<file path="src/rtl/snake_dir_input.sv">
// snake_dir_input: sync + debounce four buttons, latch newest press until tick.
// Optional SNAKE_REVERSE_BLOCK_EN drops presses opposite to the last committed dir.
module snake_dir_input #(
  parameter int DEBOUNCE_CYCLES = 250000,
  parameter int CNT_W = $clog2(DEBOUNCE_CYCLES)
) (
  input  logic clk,
  input  logic rst,
  input  logic i_btn_up,
  input  logic i_btn_down,
  input  logic i_btn_left,
  input  logic i_btn_right,
  input  logic i_tick,
  output logic o_up,
  output logic o_down,
  output logic o_left,
  output logic o_right,
  output logic o_press
);

  localparam logic [CNT_W-1:0] CNT_MAX = CNT_W'(DEBOUNCE_CYCLES - 1);

  // bit index is the direction code: up=0 down=1 left=2 right=3
  logic [3:0]       btn_raw;
  logic [3:0]       s1_q, s2_q;
  logic [3:0]       stable_q, stable_d;
  logic [3:0]       prev_q;
  logic [CNT_W-1:0] cnt_q [4];
  logic [CNT_W-1:0] cnt_d [4];
  logic             tick_d_q;
  logic             pend_vld_q, pend_vld_d;
  logic [1:0]       pend_dir_q, pend_dir_d;
  logic [3:0]       dir_q, dir_d;
  logic             press_q;
  logic [3:0]       evt;
  logic [1:0]       win;
  logic             blocked;
  logic             accept;
  logic             tick_edge;
`ifdef SNAKE_REVERSE_BLOCK_EN
  logic             cmt_vld_q, cmt_vld_d;
  logic [1:0]       cmt_dir_q, cmt_dir_d;
`endif

  assign btn_raw = {i_btn_right, i_btn_left, i_btn_down, i_btn_up};

  always_comb begin
    stable_d = stable_q;
    for (int i = 0; i < 4; i++) begin
      cnt_d[i] = '0;
      if (s2_q[i] != stable_q[i]) begin
        if (cnt_q[i] == CNT_MAX) begin
          stable_d[i] = s2_q[i];
        end else begin
          cnt_d[i] = cnt_q[i] + CNT_W'(1);
        end
      end
    end
  end

  assign evt       = stable_q & ~prev_q;
  assign tick_edge = i_tick & ~tick_d_q;

  always_comb begin
    win = 2'd0;
    priority case (1'b1)
      evt[0]:  win = 2'd0;
      evt[1]:  win = 2'd1;
      evt[2]:  win = 2'd2;
      evt[3]:  win = 2'd3;
      default: win = 2'd0;
    endcase
  end

  // opposite directions differ only in bit 0 of the code
`ifdef SNAKE_REVERSE_BLOCK_EN
  assign blocked = cmt_vld_q && (win == (cmt_dir_q ^ 2'b01));
`else
  assign blocked = 1'b0;
`endif
  assign accept = (|evt) & ~blocked;

  always_comb begin
    pend_vld_d = pend_vld_q;
    pend_dir_d = pend_dir_q;
`ifdef SNAKE_REVERSE_BLOCK_EN
    cmt_vld_d  = cmt_vld_q;
    cmt_dir_d  = cmt_dir_q;
`endif
    if (tick_edge && pend_vld_q) begin
`ifdef SNAKE_REVERSE_BLOCK_EN
      cmt_vld_d = 1'b1;
      cmt_dir_d = pend_dir_q;
`endif
      pend_vld_d = 1'b0;
    end
    if (accept) begin
      pend_vld_d = 1'b1;
      pend_dir_d = win;
    end
    dir_d = pend_vld_d ? (4'd1 << pend_dir_d) : 4'd0;
  end

  always_ff @(posedge clk or posedge rst) begin
    if (rst) begin
      s1_q       <= '0;
      s2_q       <= '0;
      stable_q   <= '0;
      prev_q     <= '0;
      for (int i = 0; i < 4; i++) cnt_q[i] <= '0;
      tick_d_q   <= 1'b0;
      pend_vld_q <= 1'b0;
      pend_dir_q <= 2'd0;
      dir_q      <= 4'd0;
      press_q    <= 1'b0;
    end else begin
      s1_q       <= btn_raw;
      s2_q       <= s1_q;
      stable_q   <= stable_d;
      prev_q     <= stable_q;
      for (int i = 0; i < 4; i++) cnt_q[i] <= cnt_d[i];
      tick_d_q   <= i_tick;
      pend_vld_q <= pend_vld_d;
      pend_dir_q <= pend_dir_d;
      dir_q      <= dir_d;
      press_q    <= accept;
    end
  end

`ifdef SNAKE_REVERSE_BLOCK_EN
  always_ff @(posedge clk or posedge rst) begin
    if (rst) begin
      cmt_vld_q <= 1'b0;
      cmt_dir_q <= 2'd0;
    end else begin
      cmt_vld_q <= cmt_vld_d;
      cmt_dir_q <= cmt_dir_d;
    end
  end
`endif

  assign o_up    = dir_q[0];
  assign o_down  = dir_q[1];
  assign o_left  = dir_q[2];
  assign o_right = dir_q[3];
  assign o_press = press_q;

endmodule

</file>
<file path="config.mk">
export PLATFORM = sky130hd
export DESIGN_NAME = snake_dir_input
export DESIGN_NICKNAME = d
export VERILOG_FILES = /design/src/rtl/snake_dir_input.sv
export SDC_FILE = /design/constraint.sdc
export NUM_CORES = 1
export LEC_CHECK = 0
export ABC_AREA = 1
export ABC_CLOCK_PERIOD_IN_PS = 5300
export BUFFER_PORTS_ARGS = -buffer_cell sky130_fd_sc_hd__buf_2
export CAP_MARGIN = 20
export CELL_PAD_IN_SITES_DETAIL_PLACEMENT = 0
export CELL_PAD_IN_SITES_GLOBAL_PLACEMENT = 1
export CORE_MARGIN = 4
export CORE_UTILIZATION = 24
export DETAILED_ROUTE_END_ITERATION = 10
export GPL_TIMING_DRIVEN = 0
export PLACE_DENSITY_LB_ADDON = 0.1
export SYNTH_ARGS = -nofsm -noshare
export SYNTH_HDL_FRONTEND = slang
export SYNTH_SLANG_ARGS = --single-unit
</file>
<file path="constraint.sdc">
create_clock -name clk -period 5.3 [get_ports clk]
set_input_delay 0.53 -clock clk [delete_from_list [all_inputs] [get_ports clk]]
set_output_delay 0.53 -clock clk [all_outputs]
set_load 0.005 [all_outputs]
</file>
==> results of run 1 <==
## through the flow
| step | utilization (%) | hold WS, ps | area [sq um] | cells | total power, mW |
|---|---|---|---|---|---|
| 6_report | 28.4 | 210 | 5590 | 870 | 1.52 |
| 3_3_place_gp | 26.7 | 340 | 5240 | 854 | 0.821 |
| 5_1_grt | 28.4 | 241 | 5590 | 870 | 1.60 |
| 3_5_place_dp | 26.8 | 336 | 5270 | 855 | 0.824 |
| 2_1_floorplan | - | 331 | 4850 | 578 | 0.804 |
| 4_1_cts | 28.4 | 215 | 5590 | 870 | 1.56 |
## layout make-up
cell class                      count  area (sq um)  area share [%]
Clock buffer                       10           239            4.28
Buffer                              1          5.00          0.0895
Sequential cell                    97          2430            43.4
Clock inverter                      5          78.8            1.41
Tap cell                          265           332            5.93
Timing Repair Buffer               12          82.6            1.48
Multi-Input combinational cell    421          2200            39.4
Inverter                           59           224            4.01
## sequential cells by signal (all words and copies together), names as in the netlist, 2 cells and up
name        cells
dir_q           4
s1_q            4
s2_q            4
stable_q        4
pend_dir_q      2
cnt_q          72
prev_q          4
## logic make-up after synthesis
| family | Yosys count | share of synthesized area (%) |
|---|---|---|
| AOI/OAI and AO/OA | 25 | 2.94 |
| buffers and inverters | 60 | 4.66 |
| adders and majority gates | 4 | 1.03 |
| DFF | 97 | 50.0 |
| and+or+nand+nor | 353 | 33.7 |
| xor gates and xnor gates | 39 | 7.65 |
## cells in the final DEF (no fill, tap or decap), types with 7 or more instances in the layout
cell type  netlist  final
nor2_1         139    139
nand2_1        103    103
dfrtp_1         97     97
inv_1           48     47
nand3_1         46     46
xor2_1          22     22
nor2_4          15     15
nand2_2         13     13
xnor2_1         13     13
buf_2            1     12
inv_2           11     11
a21oi_1         11     11
nand4_1          9      9
clkbuf_16        0      9
nor2_2           7      7
## worst reg2reg max path, delay by kind of cell, from the launching register on
family	cells	cell delay [ps]
flops	1	370
fa+ha+maj	1	180
simple gates	6	890
buf+inv	1	60
## where the power goes
part	internal, mW	leakage (nW)	switching, mW
clock	0.424	0.159	0.292
combinational	0.0133	0.848	0.0351
sequential	0.750	1.32	0.00729
total	1.19	2.33	0.335
## routing by layer
| layer | global-route usage [%] | up-vias |
|---|---|---|
| li1 | - | 1860 |
| met1 | 14.3 | 1631 |
| met2 | 15.9 | 28 |
| met3 | 1.93 | 14 |
| met4 | 4.25 | 0 |
| met5 | 0 | - |
## path summary, 6_finish.rpt
| path | from | endpoint | slack (ps) | depth (start not counted) |
|---|---|---|---|---|
| worst min register to register | s1_q[2] | s2_q[2] | 350 | 0 |
| worst max register to register | cnt_q[54] | cnt_q[57] | 3690 | 8 |
| worst min-delay path | rst | cnt_q[16] | 210 | 2 |
| max in group asynchronous | rst | cnt_q[26] | 4400 | 3 |
| worst max-delay path | cnt_q[54] | cnt_q[57] | 3690 | 8 |
| min in group clk | i_btn_up | s1_q[0] | 290 | 1 |
==> run metrics, run 1 <==
status completed; Post-Place Worst Slack 3690 ps; most frequent cell after synthesis nor2_1; Slew headroom 68.7%; remaining antenna violation count 0; CP peak stage delay 370 ps; DRT Wirelength 10.4 mm; slew at the pin closest to its max-slew limit 468 ps; clk_lat worst skew 350 ps; number of buffers created by CTS 9; die area 22600 sq um; Die H 150 um; Worst Hold Class input port to asynchronous set/reset pin; yosys warns 0; Syn Nets 589; register area share after synthesis 50.0%; Synth Register Bits 97; Post-synth EDFFs 0; leading post-synthesis cells by cell area dfrtp_1, nor2_1, nand2_1; Max Root-Sink Buffers 2; CTS sink cnt 97; row count 51; Setup-failing EPs final 0; WL met2 4.65 mm; average wire per standard cell 12.0 um; post-route minimum period 1610 ps; Slew Viols, Final 0; Worst Setup Start Kind flop; Setup TNS Final 0 ps; uppermost layer routed met4; Vias/cell 4.06; critical path peak fanout 7; largest net degree at the start of global routing 65; I/O pin count 12; Post-CTS Resized 0; Die W 150 um; unrepaired setup endpoints after global routing no; DRC 0; ys async rst share 100%; met3 routed WL 237 um; antenna cells 0; worst-path cell chain ha_1 > nand2_1 > nor2_2 > inv_1 > nor2_1 > nand3_2 > nand2_2 > nor2_1; Final Net Count 612; Yosys cell types 30; final worst setup slack 3690 ps; met1 WL 5.37 mm; Final Skew 9.64 ps; cells after synthesis 578; critical path class flop to flop; post-CTS setup buffer count 0; max-cap viol count 0; PwrDens 272 nW/um^2; clk slew on worst S/H paths 70 ps; worst vdd ir 0.000162 V; CP max-delay cell dfrtp_1; DP Wirelength 7.73 mm; critical path capture point type flop; root cell of the clock tree clkbuf_16; vias 3533; first-pass GRT wire length 18.6 mm; Synth Cell Area 4850 sq um; GRT overflow 0; H-tree levels 3; fmax 620 MHz; Layout area overhead 15.1%; top_reg_cell synth dfrtp_1; post-synth top area cell dfrtp_1; Avg Cell Area, Syn 8.40 sq um; top-area cell type share of the netlist area 50.0%; fraction of layout cells with a size suffix above 1 13.9%; post-route clock period utilization 30.4%; Crit path top cell by count nor2_1; commonest cells in the netlist nor2_1, nand2_1, dfrtp_1, inv_1, nand3_1; Final Hold Vio Count 0; Starting Density 24.7%; TritonCTS clock tree yes; count of input and output buffers 11; CP arrival 1840 ps; Crit path max-delay family simple AND/OR/NAND/NOR gates; Worst Path Required 5530 ps; drt initial violations 156; gr usage total 10.3%; hold buffer count at cts 0; initial antenna violation count 0; vias in the first global route 3704; Placeable Area 19700 sq um; static leakage 2.33 nW; number of fillers in the final layout 2183; first drt pass iteration count 6; Bufs and invs on worst path 1; RePlAce Congestion 0.740
Note: power is estimated with default switching activity, not from simulation.
==> run 2, diff against run 1 <==
- ABC_AREA: 1 -> 0
- ABC_CLOCK_PERIOD_IN_PS: 5300 -> 1500
- clock period: 5.3 -> 1.5 ns (I/O delays scaled with it)
==> run 2 against run 1 <==
Against the previous run:
- the run now ends with setup timing left
- critical endpoint is now cnt_q[1]
- largest cell class unchanged
- non-clock buffer count grew 70
- sequential share of layout area shrank 4.0 points
- register-to-register slack worse by 4300 ps
- synthesized area decreased by 9.0%
- wire length shrank 0.37%
- synthesized cell count shrank 26%
- critical path depth decreased by 2
- design area increased by 11%
==> run metrics, run 2 <==
status finished, violations left; violated checks setup timing; drt initial violations 191; Power Total 5.71 mW; ys async rst share 100%; Post-synth EDFFs 0; post-route clock period utilization 139%; Final Hold Vio Count 0; Worst Setup Start Kind flop; CTS sink cnt 97; Most flops, register cnt_q; Setup-failing EPs final 76; Final Skew 7.41 ps; first drt pass iteration count 4; Critical Path Start cnt_q[13]; fraction of layout cells with a size suffix above 1 39.1%; average wire per standard cell 13.9 um; row count 49; met3 usage 2.00%; Placeable Area 18000 sq um; top-area cell type share of the netlist area 54.9%; largest net degree at the start of global routing 32; commonest non-fill, non-tap cells in the layout dfrtp_1, buf_4, nor2_2; Synth Register Bits 97; Crit path top cell by count buf_6; CP peak stage delay 570 ps; post-synth top area cell dfrtp_1; vias 3385; Die H 144 um; met2 Track Usage GR 16.0%; most frequent cell after synthesis dfrtp_1; root cell of the clock tree clkbuf_16; GRT overflow 0; critical path capture point type flop; antenna cells 0; H-tree levels 3; clk slew on worst S/H paths 70 ps; commonest non-fill, non-tap cell in the layout dfrtp_1; max-cap viol count 0; Starting Density 24.5%; die area 20600 sq um; Worst Hold Class flop to flop; gr usage total 10.8%; first-pass GRT wire length 17.8 mm; Most Used Layer, Global Route met2; PwrDens 920 nW/um^2; leading post-synthesis cells by cell area dfrtp_1, xnor2_1, nor2_1; number of buffers created by CTS 9; worst reg2reg path startpoint cnt_q[13]; hold path start s1_q[3]; clk_lat worst skew 350 ps; Synth Cell Area 4420 sq um; CP max-delay cell or4_4; cells after synthesis 428; Max Root-Sink Buffers 2; Die W 144 um; M1 GR Usage 15.4%; TritonCTS clock tree yes; top_reg_cell synth dfrtp_1; final worst setup slack -589 ps; critical path class flop to flop; fmax 479 MHz; initial antenna violation count 0; Final Net Count 525; DP Wirelength 6.50 mm; DRC 0; critical path peak fanout 5; register area share after synthesis 54.9%; DRT Wirelength 10.4 mm; Layout area overhead 40.6%; post-route minimum period 2090 ps; dpl cells 671; final non-filler cell total 748; RePlAce Congestion 0.701; commonest cells in the netlist dfrtp_1, nor2_1, xnor2_1, nand3_1, nand4_1; vias in the first global route 3475; worst vdd ir 0.000580 V; static leakage 2.46 nW; remaining antenna violation count 0; Slew headroom 68.4%; max FFs per register 72; Avg Cell Area, Syn 10.3 sq um; yosys warns 0; Yosys cell types 36; CP arrival 2330 ps; I/O pin count 12; unrepaired setup endpoints after global routing yes; Vias/cell 4.53; slew at the pin closest to its max-slew limit 473 ps; Setup TNS Final -17280 ps; Worst Path Required 1740 ps; Syn Nets 439; count of input and output buffers 11; worst-path cell chain or4b_1 > or4_4 > o21ai_4 > buf_6 > buf_6 > nor2_1; Slew Viols, Final 0
## run 2: changes by cell type after synthesis, sizes merged, moves of 12 or more
cell | before | now
nand2 | 117 | 14
nand4 | 9 | 25
nor2 | 161 | 81
inv | 59 | 12
nor4 | 1 | 13
xnor2 | 14 | 37
nand3 | 49 | 29
## run 2: worst paths after layout
check / to / slack, ps / cells after the start
setup / recovery: cnt_q[1] / -590 / 6
hold / removal: s2_q[3] / 360 / 0
setup reg to reg: cnt_q[1] / -590 / 6
hold reg to reg: s2_q[3] / 360 / 0
max in group asynchronous: cnt_q[44] / 420 / 5
min in group asynchronous: cnt_q[3] / 370 / 3
## run 2: per-layer routing
layer	routed length (um)	vias to the layer above
met3	247	14
met5	0	-
li1	-	1672
met4	219	0
met1	5280	1671
met2	4660	28
## run 2: per-stage QoR
step           utilization, %  hold WS (ps)  worst slack (ps)  area (sq um)
2_1_floorplan               -           181              -497          4540
3_3_place_gp             27.1           261              -739          4880
3_5_place_dp             27.4           208              -725          4940
4_1_cts                  33.0           367              -598          5950
5_1_grt                  34.5           370              -643          6210
6_report                 34.5           365              -589          6210
## run 2: power by group
group	switching [mW]	total, mW	internal [mW]	leakage (nW)
clock	1.05	2.72	1.68	0.166
sequential	0.0395	2.69	2.65	1.29
combinational	0.164	0.297	0.133	1.00
total	1.25	5.71	4.46	2.46
## run 2: layout make-up
cell class                 instances  area (sq um)
clock inverter                     5           103
tap                              229           287
sequential                        97          2450
fill                            1847         11800
clock buffer                      11           243
multi-input combinational        311          2350
inverter                          12          48.8
buffer                             5          61.3
timing repair buffer              78           663
## run 2: critical path, delay by kind of cell (launching register included)
family          cells  cell delay (ps)
simple gates        3             1130
buf+inv             2              260
compound gates      1              190
flops               1              400
## run 2: logic make-up after synthesis
group                      synth area share [%]
AOI/OAI and AO/OA                          4.02
xor gates and xnor gates                   11.9
adders and majority gates                  1.13
buffers and inverters                      1.87
DFF                                        54.9
muxes                                      1.02
and+or+nand+nor                            25.1
## run 2: what timing repair did
| item | CTS | global route |
|---|---|---|
| buffers inserted | 44 | 10 |
| cloned | 4 | 0 |
| hold endpoints to repair | 21 | 0 |
| hold buffers | 6 | 0 |
| gates resized for setup | 73 | 59 |
| setup endpoints to repair | 76 | 80 |
| pin swaps | 53 | 15 |
==> run 3, diff against run 2 <==
- BUFFER_PORTS_ARGS: -buffer_cell sky130_fd_sc_hd__buf_2 -> not set
- DONT_BUFFER_PORTS: not set -> 1
==> run 3 against run 2 <==
Against the previous run:
- the run still ends with setup timing left
- global-route usage barely moved
- sequential share of layout area fell by 0.49 points
- combinational power grew 5%
- design area rose by 1.4%
- utilization increased by 0.49 points
- non-clock buffer count down 4
- sequential power about the same
- power decreased by 2.1%
- worst setup slack better by 4.4 ps
- wire length grew 2.4%
- first-iteration DRC count is 42% lower
- critical path type unchanged
- highest routed layer unchanged
==> run metrics, run 3 (synthesis results as in run 2) <==
status finished, violations left; violated checks setup timing; first drt pass iteration count 4; Setup-failing EPs final 76; DP Wirelength 6.43 mm; Post-Place Worst Slack -740 ps; clk_lat worst skew 340 ps; slew at the pin closest to its max-slew limit 876 ps; max-cap viol count 0; met1 WL 4.99 mm; Final Hold Vio Count 0; Placeable Area 18000 sq um; GRT overflow 0; WL met2 5.21 mm; fin util 34.9%; average wire per standard cell 14.3 um; die area 20600 sq um; H-tree levels 3; root cell of the clock tree clkbuf_16; met3 routed WL 272 um; vias 3433; CP arrival 2320 ps; max FFs per register 72; critical path class flop to flop; commonest non-fill, non-tap cell in the layout dfrtp_1; clk slew on worst S/H paths 70 ps; Power Total 5.59 mW; final worst setup slack -584 ps; worst vdd ir 0.000511 V; placed cell areas 4870 sq um; remaining antenna violation count 0; Vias/cell 4.61; Slew Viols, Final 0; post-route clock period utilization 139%; gr usage total 10.8%; row count 49; number of fillers in the final layout 1846; Most flops, register cnt_q; I/O pin count 12; Worst Setup Start Kind flop; Worst Hold Class input port to flop; first-pass GRT wire length 17.5 mm; static leakage 2.45 nW; PwrDens 888 nW/um^2; DRT Wirelength 10.7 mm; Max Root-Sink Buffers 2; critical path peak fanout 5; unrepaired setup endpoints after global routing yes; Post-Route Hold Slack 117 ps; count of input and output buffers 0; uppermost layer routed met4; Layout area overhead 42.5%; commonest non-fill, non-tap cells in the layout dfrtp_1, buf_4, nor2_2; post-route minimum period 2080 ps; initial antenna violation count 0; number of buffers created by CTS 9; Worst Path Required 1740 ps; vias in the first global route 3430; critical path capture point type flop; Die W 144 um; Final Skew 6.61 ps; Slew headroom 41.5%; TritonCTS clock tree yes; Starting Density 24.5%; fraction of layout cells with a size suffix above 1 41.0%; fmax 480 MHz; Die H 144 um; Finished Cell Area 6300 sq um; CTS sink cnt 97; DRC 0; largest net degree at the start of global routing 39; antenna cells 0; RePlAce Congestion 0.722; drt initial violations 111; Final Net Count 521
[run 3: changes by cell type in the layout (fill, tap and decap cells not counted), sizes merged]
| cell | previous run | this run |
|---|---|---|
| buf | 76 | 72 |
| bufinv | 3 | 2 |
| clkbuf | 12 | 11 |
| clkinv | 1 | 2 |
| inv | 11 | 12 |
[run 3: area by class of cell]
| class | count | area, sq um | area share [%] |
|---|---|---|---|
| plain buffers | 5 | 61.3 | 0.974 |
| clock buffers | 10 | 239 | 3.79 |
| clock inverters | 6 | 90.1 | 1.43 |
| inverters | 12 | 48.8 | 0.775 |
| multi-input cells | 311 | 2440 | 38.7 |
| flip-flops and latches | 97 | 2450 | 39.0 |
| well taps | 229 | 287 | 4.55 |
| repair buffers | 74 | 681 | 10.8 |
[run 3: per-stage QoR]
stage / setup TNS, ps / instances
2_1_floorplan: -8850 / 428
3_5_place_dp: -26800 / 659
5_1_grt: -22590 / 744
4_1_cts: -15000 / 734
3_3_place_gp: -75710 / 657
6_report: -16960 / 744
[run 3: report_power, final]
part	internal [mW]	switching (mW)	leakage [nW]
logic	0.137	0.175	0.999
registers	2.65	0.0423	1.29
clock network	1.52	1.07	0.159
[run 3: routing by layer]
metal	global-route usage, %	vias up
met3	2.16	14
met4	4.31	0
li1	-	1667
met1	14.1	1714
met5	0	-
met2	17.6	38
[run 3: worst paths after layout]
kind,start,end,slack (ps),depth (start not counted)
min reg2reg,s1_q[2],s2_q[2],350,0
min,i_tick,pend_vld_q,120,3
max in group asynchronous,rst,cnt_q[24],370,3
min in group asynchronous,rst,cnt_q[8],450,2
max,cnt_q[6],cnt_q[10],-580,5
max reg2reg,cnt_q[6],cnt_q[10],-580,5
[run 3: what timing repair did]
| action | CTS | global route |
|---|---|---|
| pin swaps | 58 | 14 |
| setup buffers | 51 | 11 |
| cloned | 4 | 0 |
| endpoints found under the hold margin | 40 | 0 |
| gates resized for setup | 99 | 60 |
| hold buffers | 6 | 0 |
| setup endpoints to repair | 76 | 80 |
[run 3: worst max-delay path, stage by stage, from the launching register on]
cell     delay, ps
dfrtp_2        420
or4b_1         510
or4_4          570
o21ai_4        260
buf_6          180
nor2_2          40
